[config.mk]
export PLATFORM = sky130hd
export DESIGN_NAME = partitioned_cacheline_flat
export DESIGN_NICKNAME = d
export VERILOG_FILES = /design/src/rtl/partitioned_cacheline_if.sv /design/src/rtl/partitioned_cacheline.sv /design/src/flat_wrapper.sv
export SDC_FILE = /design/constraint.sdc
export NUM_CORES = 1
export LEC_CHECK = 0
export CORE_MARGIN = 4
export CORE_UTILIZATION = 46
export DETAILED_ROUTE_END_ITERATION = 10
export PLACE_DENSITY = 0.8
export SYNTH_ARGS = -nofsm -noshare
export SYNTH_HDL_FRONTEND = slang
export SYNTH_SLANG_ARGS = --single-unit
[constraint.sdc]
create_clock -name clk -period 2.6 [get_ports clk]
set_input_delay 0.26 -clock clk [delete_from_list [all_inputs] [get_ports clk]]
set_output_delay 0.26 -clock clk [all_outputs]
set_load 0.01 [all_outputs]
[src/rtl/partitioned_cacheline_if.sv]
// Request/observation bundle for the partitioned cache line.
// The master side issues OS and user requests and watches the exported state.
// The slave side is the cache line itself.
interface partitioned_cacheline_if #(
  parameter int NUM_WAYS   = 8,
  parameter int ADDR_WIDTH = 8
);
  logic                             os_req;
  logic [NUM_WAYS-1:0]              hitmap;
  logic                             user_req;
  logic [ADDR_WIDTH-1:0]            addr;
  logic                             hit;
  logic [NUM_WAYS-1:0]              policy_hitmap_o;
  logic [NUM_WAYS-1:0]              metadata_o;
  logic [ADDR_WIDTH*NUM_WAYS-1:0]   all_tags_o;
  logic [NUM_WAYS-1:0]              all_valid_o;

  modport master (
    output os_req, hitmap, user_req, addr,
    input  hit, policy_hitmap_o, metadata_o, all_tags_o, all_valid_o
  );

  modport slave (
    input  os_req, hitmap, user_req, addr,
    output hit, policy_hitmap_o, metadata_o, all_tags_o, all_valid_o
  );
endinterface

[src/rtl/partitioned_cacheline.sv]
// Single-set, way-partitioned cache line with MRU-bit replacement.
// An OS request installs the way-partition mask. User requests look up and
// fill only inside that mask, so one domain never disturbs another's ways.
// All state is exported directly from registers for invariant checking.
module partitioned_cacheline #(
  parameter int NUM_WAYS   = 8,
  parameter int ADDR_WIDTH = 8
) (
  input logic clk,
  input logic reset,
  partitioned_cacheline_if.slave bus
);

  localparam int IDX_W = (NUM_WAYS > 1) ? $clog2(NUM_WAYS) : 1;

  logic [NUM_WAYS-1:0]   valid_q;
  logic [ADDR_WIDTH-1:0] tag_q [NUM_WAYS];
  logic [NUM_WAYS-1:0]   mru_q;
  logic [NUM_WAYS-1:0]   policy_q;
  logic                  hit_q;

  logic [NUM_WAYS-1:0]   match;
  logic [NUM_WAYS-1:0]   free_ways;
  logic [NUM_WAYS-1:0]   cold_ways;
  logic                  any_match;
  logic [IDX_W-1:0]      way_sel;
  logic [NUM_WAYS-1:0]   sel_onehot;
  logic [NUM_WAYS-1:0]   mru_set;
  logic [NUM_WAYS-1:0]   mru_next;
  logic [ADDR_WIDTH*NUM_WAYS-1:0] tags_flat;

  // Index of the lowest set bit; callers guarantee at least one bit is set.
  function automatic logic [IDX_W-1:0] lowest_index(input logic [NUM_WAYS-1:0] vec);
    lowest_index = '0;
    for (int i = NUM_WAYS - 1; i >= 0; i--) begin
      if (vec[i]) lowest_index = IDX_W'(i);
    end
  endfunction

  // Tag compare, restricted to valid ways inside the active partition.
  always_comb begin
    match = '0;
    for (int i = 0; i < NUM_WAYS; i++) begin
      match[i] = policy_q[i] & valid_q[i] & (tag_q[i] == bus.addr);
    end
  end

  // Pick the hit way, or on a miss the victim: invalid, then non-MRU, then
  // lowest policy way. The policy mask is never zero, so a way always exists.
  always_comb begin
    free_ways = policy_q & ~valid_q;
    cold_ways = policy_q & ~mru_q;
    any_match = |match;
    if (any_match)       way_sel = lowest_index(match);
    else if (|free_ways) way_sel = lowest_index(free_ways);
    else if (|cold_ways) way_sel = lowest_index(cold_ways);
    else                 way_sel = lowest_index(policy_q);
  end

  // MRU update: mark the selected way; once every policy way is marked,
  // clear the others inside the policy. Bits outside the policy pass through.
  always_comb begin
    sel_onehot = '0;
    sel_onehot[way_sel] = 1'b1;
    mru_set = mru_q | sel_onehot;
    if ((mru_set & policy_q) == policy_q) mru_next = (mru_set & ~policy_q) | sel_onehot;
    else                                  mru_next = mru_set;
  end

  // Flatten the tag array for the observation port.
  always_comb begin
    tags_flat = '0;
    for (int i = 0; i < NUM_WAYS; i++) begin
      tags_flat[ADDR_WIDTH*i +: ADDR_WIDTH] = tag_q[i];
    end
  end

  // State update: OS request has priority over a user request; idle clears hit.
  always_ff @(posedge clk or posedge reset) begin
    if (reset) begin
      valid_q  <= '0;
      mru_q    <= '0;
      policy_q <= '1;
      hit_q    <= 1'b0;
      for (int i = 0; i < NUM_WAYS; i++) tag_q[i] <= '0;
    end else if (bus.os_req) begin
      if (|bus.hitmap) policy_q <= bus.hitmap;
      hit_q <= 1'b0;
    end else if (bus.user_req) begin
      hit_q <= any_match;
      if (!any_match) begin
        valid_q[way_sel] <= 1'b1;
        tag_q[way_sel]   <= bus.addr;
      end
      mru_q <= mru_next;
    end else begin
      hit_q <= 1'b0;
    end
  end

  assign bus.hit             = hit_q;
  assign bus.policy_hitmap_o = policy_q;
  assign bus.metadata_o      = mru_q;
  assign bus.all_valid_o     = valid_q;
  assign bus.all_tags_o      = tags_flat;

endmodule
[src/flat_wrapper.sv]
// flat-port wrapper written by rule: the top's interface ports become plain ports
module partitioned_cacheline_flat 
#(
  parameter int NUM_WAYS   = 8,
  parameter int ADDR_WIDTH = 8
)
  (clk, reset, bus_os_req, bus_hitmap, bus_user_req, bus_addr, bus_hit, bus_policy_hitmap_o, bus_metadata_o, bus_all_tags_o, bus_all_valid_o);
  partitioned_cacheline_if #(.NUM_WAYS(NUM_WAYS), .ADDR_WIDTH(ADDR_WIDTH)) bus_i ();
  input logic clk;
  input logic reset;
  input wire logic [$bits(bus_i.os_req)-1:0] bus_os_req;
  input wire logic [$bits(bus_i.hitmap)-1:0] bus_hitmap;
  input wire logic [$bits(bus_i.user_req)-1:0] bus_user_req;
  input wire logic [$bits(bus_i.addr)-1:0] bus_addr;
  output wire logic [$bits(bus_i.hit)-1:0] bus_hit;
  output wire logic [$bits(bus_i.policy_hitmap_o)-1:0] bus_policy_hitmap_o;
  output wire logic [$bits(bus_i.metadata_o)-1:0] bus_metadata_o;
  output wire logic [$bits(bus_i.all_tags_o)-1:0] bus_all_tags_o;
  output wire logic [$bits(bus_i.all_valid_o)-1:0] bus_all_valid_o;
  assign bus_i.os_req = bus_os_req;
  assign bus_i.hitmap = bus_hitmap;
  assign bus_i.user_req = bus_user_req;
  assign bus_i.addr = bus_addr;
  assign bus_hit = bus_i.hit;
  assign bus_policy_hitmap_o = bus_i.policy_hitmap_o;
  assign bus_metadata_o = bus_i.metadata_o;
  assign bus_all_tags_o = bus_i.all_tags_o;
  assign bus_all_valid_o = bus_i.all_valid_o;
  partitioned_cacheline #(.NUM_WAYS(NUM_WAYS), .ADDR_WIDTH(ADDR_WIDTH)) u_core (.clk(clk), .reset(reset), .bus(bus_i));
endmodule
==> results of run 1 <==
stage by stage:
step	total power, mW	area [um2]
floorplan	4.90	5060
global placement	7.87	7360
detailed placement	7.96	7360
CTS	9.57	8070
global route	10.9	8520
finish	10.4	8520
kinds of logic after synthesis:
family	Yosys count	share of synthesized area, %
xor+xnor	61	10.7
mux	65	14.7
simple gates	162	17.8
flops	89	45.0
compound gates	63	8.95
buf+inv	29	2.87
power by group through the flow:
stage	clock network, mW	registers (mW)	logic, mW
after floorplan	0	2.84	2.07
after global placement	0	2.55	5.32
after detailed placement	0	2.58	5.38
after CTS	1.02	2.57	5.99
after global routing	1.09	2.68	7.12
final	1.04	2.61	6.74
state kept, by name, indices dropped and copies added, names as in the netlist:
| register | flops |
|---|---|
| u_core.bus.all_tags_o | 64 |
| u_core.bus.all_valid_o | 8 |
| u_core.bus.hit | 1 |
| u_core.bus.metadata_o | 8 |
| u_core.bus.policy_hitmap_o | 8 |
timing repair:
item | CTS | global route
endpoints found under the hold margin | 0 | 0
gates cloned | 5 | 2
endpoints found under the setup margin | 79 | 80
setup buffers | 20 | 21
gates resized for setup | 68 | 73
pin swaps | 16 | 30
worst paths after layout:
kind	start	to	slack, ns
worst max-delay path	u_core.bus.policy_hitmap_o[7]	u_core.bus.all_tags_o[57]	-0.34
worst min-delay path	reset	u_core.bus.all_tags_o[29]	0.28
worst max register to register	u_core.bus.policy_hitmap_o[7]	u_core.bus.all_tags_o[57]	-0.34
worst min register to register	u_core.bus.policy_hitmap_o[2]	u_core.bus.policy_hitmap_o[2]	0.50
max in group asynchronous	reset	u_core.bus.all_valid_o[7]	1.59
min in group clk	bus_addr[1]	u_core.bus.all_tags_o[9]	0.34
metal layers:
metal	up-vias	wire, um	track usage, %
met3	46	1080	5.33
met5	-	0	0
met4	0	539	9.86
li1	2221	-	-
met1	2507	8060	39.9
met2	188	9220	46.9
cell type report:
class	instances	area share, %
inverter	10	0.455
tap	136	2.00
sequential	89	26.3
clock inverter	2	0.455
timing repair buffer	288	31.3
clock buffer	14	1.91
multi-input combinational	355	37.6
critical path: stages, from the launching register on:
cell	delay, ns
dfstp_2	0.41
nor2b_4	0.13
or4_4	0.54
nor4b_4	0.28
a32oi_4	0.21
a211oi_4	0.33
a21oi_4	0.09
nor2b_4	0.19
buf_12	0.15
buf_8	0.13
nand2_8	0.08
mux2_4	0.30
cell usage in the layout (no fill, tap or decap), types with 7 or more instances in the layout:
cell type / n
buf_12: 10
mux2_4: 46
xnor2_1: 21
inv_1: 8
nand2b_1: 18
nor3_1: 11
buf_4: 147
nor2b_4: 7
mux2_2: 17
clkbuf_8: 11
nand3_1: 10
nor2_1: 16
xor2_1: 40
buf_6: 21
nand2_1: 30
a21oi_1: 14
clkdlybuf4s50_1: 106
nor2b_1: 11
dfrtp_1: 81
dfstp_2: 8
a31oi_1: 8
==> metrics.yaml, run 1 <==
drv_slew: 0
arrival_ns: 3.22
drv_cap: 0
cts_hold_buf: 0
fin_crit_ns: 2.94
coreArea_um2: 10400
ir_drop_v: 0.000694
yosys_most_used_dff: "dfrtp_1"
hold_viol: 0
firstDrtPassIters: 4
synth_fp_nets: 489
max_clock_freq_ghz: 0.340
p_seq_share_pct: 25.2
grt_util_all_layers_pct: 29.2
vias: 4962
synth_seq_cells: 89
io_buffers: 108
grt_pass1_vias: 5122
p_sw_mw: 3.99
die_area_um2: 12500
drt_iter0_markers: 358
clock_path_buffers: 2
clock-sinks: 89
synth_area_leader_cell: "dfrtp_1"
status: "complete, but fails checks"
ys_types: 53
grt_max_degree: 37
rsz0062_at_grt: "yes"
combinationalPowerShare_pct: 64.9
syn_area_um2: 4980
r2r_cells: 11
drc: 0
end_kind: "register"
grt_pass1_wl_um: 28600
dp.cells: 833
wire_per_inst_um: 21.1
drtAntennaViolNets: 0
die_w_um: 112
gp_congestion: 0.924
antenna_found_initial: 0
ctsHtreeMaxLevel: 3
finalClockSkew_ns: 0.0135
dpl.hpwl_um: 12700
p_int_mw: 6.40
final_cells: 894
holdWs_ns: 0.278
dp_slack_ns: -0.685
routed_wl_um: 18900
die_y_um: 112
grt_overflow: 0
path_clk_slew_ns: 0.09
setup_viol: 77
setup-tns-final_ns: -18.53
crit_type: "register to register"
crit_required_ns: 2.88
fin_ws_ns: -0.342
yosysMostFrequentCell: "dfrtp_1"
synthTopCellsByArea: "dfrtp_1 41%, mux2_2 8.1%, xor2_1 7.0%, mux2_1 6.1%, dfstp_2 4.2%"
startpoint_type: "register"
start_util_pct: 47.8
yosysTopAreaCellShare_pct: 40.7
placementRows: 37
seq_area_frac_synth_pct: 45.0
p_clk_share_pct: 10.0
final_layout_size_suffix_gt1_share_pct: 43.8
boundaryPins: 109
cp_max_fo: 5
syn_inst: 469
yosysWarnings: 0
cts_tree: "yes"
nets: 773
p_leak_nw: 3.96
pwr_density_cell_nw_per_um2: 1220
synth.top_cells.by_count: "81 x dfrtp_1, 40 x xor2_1, 37 x nand2_1"
synth_area_per_cell_um2: 10.6
seq_area_um2: 2240
violations: "setup timing"
area_delta_synth_final_pct: 71.2
tightest_slew_ns: 0.628
multi_input_area_um2: 3200
p_sw_share_pct: 38.4
antenna_cells: 0
n_fill_cell: 597
period_share_pct: 113
synth_edf_count: 0
ys_async_sr_fraction_pct: 100
clk-insertion-delay-late_ns: 0.38
slew-limit-headroom_pct: 58.1
min_path_type: "primary input to asynchronous set/reset pin"
numCtsBuffers: 9
final_util_pct: 81.8
clock-root-buffer: "clkbuf_8"
detail_route.vias_per_cell: 5.55
Note: power is estimated with default switching activity, not from simulation.
==> run 2, diff against run 1 <==
Settings changed: CORE_UTILIZATION 46 to 55, DONT_BUFFER_PORTS from default to 1, PLACE_DENSITY 0.8 to 0.76, SLEW_MARGIN from default to 20.
==> metrics.yaml, run 2 (same netlist as run 1, synthesis figures left out) <==
holdWs_ns: 0.0211
clk-insertion-delay-late_ns: 0.38
drc: 0
slew-limit-headroom_pct: 50.2
cts_tree: "yes"
final_layout_size_suffix_gt1_share_pct: 53.7
coreArea_um2: 8760
placementRows: 34
clock_path_buffers: 2
seq_area_um2: 2240
grt_overflow: 0
violations: "setup timing"
critical_path_cell_count: 10
die_area_um2: 10600
crit_path_top_delay_cell: "or4_4"
cp_num_buf_inv: 1
drv_cap: 0
end_kind: "register"
most-common-layout-cells: "170 x buf_4, 81 x dfrtp_1, 43 x mux2_4, 39 x xor2_1, 27 x nand2_1"
dpl_cell_area_um2: 6350
arrival_ns: 3.22
wire_per_inst_um: 25.8
max_stage_delay_ns: 0.53
antenna_found_initial: 0
n_fill_cell: 378
io_buffers: 0
grt_pass1_vias: 4898
nets: 689
min_path_type: "primary input to register"
detail_route.vias_per_cell: 6.49
crit_type: "register to register"
drtAntennaViolNets: 0
area_delta_synth_final_pct: 54.2
stdcell_area_um2: 7670
dpl.hpwl_um: 11500
ctsHtreeMaxLevel: 3
setup_viol: 79
drt_iter0_markers: 566
antenna_cells: 0
layout_commonest_cell: "buf_4"
start_util_pct: 56.8
period_share_pct: 114
path_common_cell: "a211oi_2"
hold_depth: 1
die_w_um: 103
clock-sinks: 89
firstDrtPassIters: 7
drv_slew: 0
crit_required_ns: 2.86
gp_congestion: 0.958
max_clock_freq_ghz: 0.338
grt_util_all_layers_pct: 33.8
path_cells: "nor2b_4 > or4_4 > nor4b_4 > a32oi_2 > a211oi_2 > a21oi_4 > buf_6 > o31a_1 > a211oi_2 > a21oi_2"
grt_pass1_wl_um: 26800
pwr_density_cell_nw_per_um2: 1320
r2r_cells: 10
p_leak_nw: 3.64
hold_viol: 0
tightest_slew_ns: 0.742
finalClockSkew_ns: 0.0120
die_y_um: 103
cp_top_family: "compound AO/OA/AOI/OAI gates"
fin_ws_ns: -0.360
startpoint_type: "register"
vias: 5075
grt_max_degree: 57
ir_drop_v: 0.000686
fin_crit_ns: 2.96
routed_wl_um: 20100
largest_register_ffs: 64
cp_max_fo: 5
numCtsBuffers: 9
clock-root-buffer: "clkbuf_8"
boundaryPins: 109
rsz0062_at_grt: "yes"
status: "complete, but fails checks"
multi_input_area_um2: 3310
path_clk_slew_ns: 0.10
==> run 2: cell count changes in the layout (fill, tap and decap cells not counted), moves of 4 or more <==
cell	delta
clkdlybuf4s50_1	-106
buf_4	+23
buf_12	-6
dlygate4sd3_1	+6
nand3_1	-4
==> run 2: cell type report <==
type | instances | share of cell area (%)
Inverter | 10 | 0.506
Multi-Input combinational cell | 356 | 43.1
Clock inverter | 6 | 1.55
Timing Repair Buffer | 203 | 22.1
Tap cell | 108 | 1.76
Clock buffer | 10 | 1.79
Sequential cell | 89 | 29.2
==> run 2: what timing repair did <==
item / 4_1_cts / 5_1_grt
endpoints found under the hold margin: 37 / 0
setup endpoints to repair: 78 / 79
setup buffers: 24 / 14
gates resized for setup: 81 / 66
hold buffers: 6 / 0
pin swaps: 18 / 37
gates cloned: 5 / 2
==> run 2: power breakdown <==
part           internal (mW)  switching [mW]
clock                  0.679           0.555
combinational           3.24            3.11
sequential              2.01           0.513
==> run 2: through the flow <==
| step | cells | util (%) | setup TNS, ns | total power, mW | setup slack (ns) |
|---|---|---|---|---|---|
| after floorplan | 469 | - | -2.46 | 4.90 | -0.135 |
| after global placement | 721 | 72.5 | -13.60 | 7.00 | -0.268 |
| after detailed placement | 721 | 72.5 | -16.16 | 7.15 | -0.291 |
| after CTS | 770 | 82.6 | -12.57 | 9.12 | -0.257 |
| after global routing | 782 | 87.5 | -23.41 | 10.5 | -0.425 |
| final | 782 | 87.5 | -20.66 | 10.1 | -0.360 |
==> run 2: per-layer routing <==
| metal | part of all wire [%] | vias up | GRT usage [%] |
|---|---|---|---|
| met1 | 35 | 2511 | 41.3 |
| met4 | 6.3 | 0 | 12.9 |
| met5 | 0 | - | 0 |
| li1 | - | 2058 | - |
| met3 | 10 | 120 | 8.25 |
| met2 | 48 | 386 | 57.7 |
==> run 2: final timing paths <==
| path | startpoint | end | slack [ns] |
|---|---|---|---|
| worst max-delay path | u_core.bus.policy_hitmap_o[7] | u_core.bus.metadata_o[0] | -0.36 |
| worst min-delay path | bus_addr[4] | u_core.bus.all_tags_o[28] | 0.02 |
| worst max register to register | u_core.bus.policy_hitmap_o[7] | u_core.bus.metadata_o[0] | -0.36 |
| worst min register to register | u_core.bus.policy_hitmap_o[5] | u_core.bus.policy_hitmap_o[5] | 0.55 |
| max in group asynchronous | reset | u_core.bus.policy_hitmap_o[6] | 1.43 |
| min in group asynchronous | reset | u_core.bus.all_tags_o[24] | 0.39 |
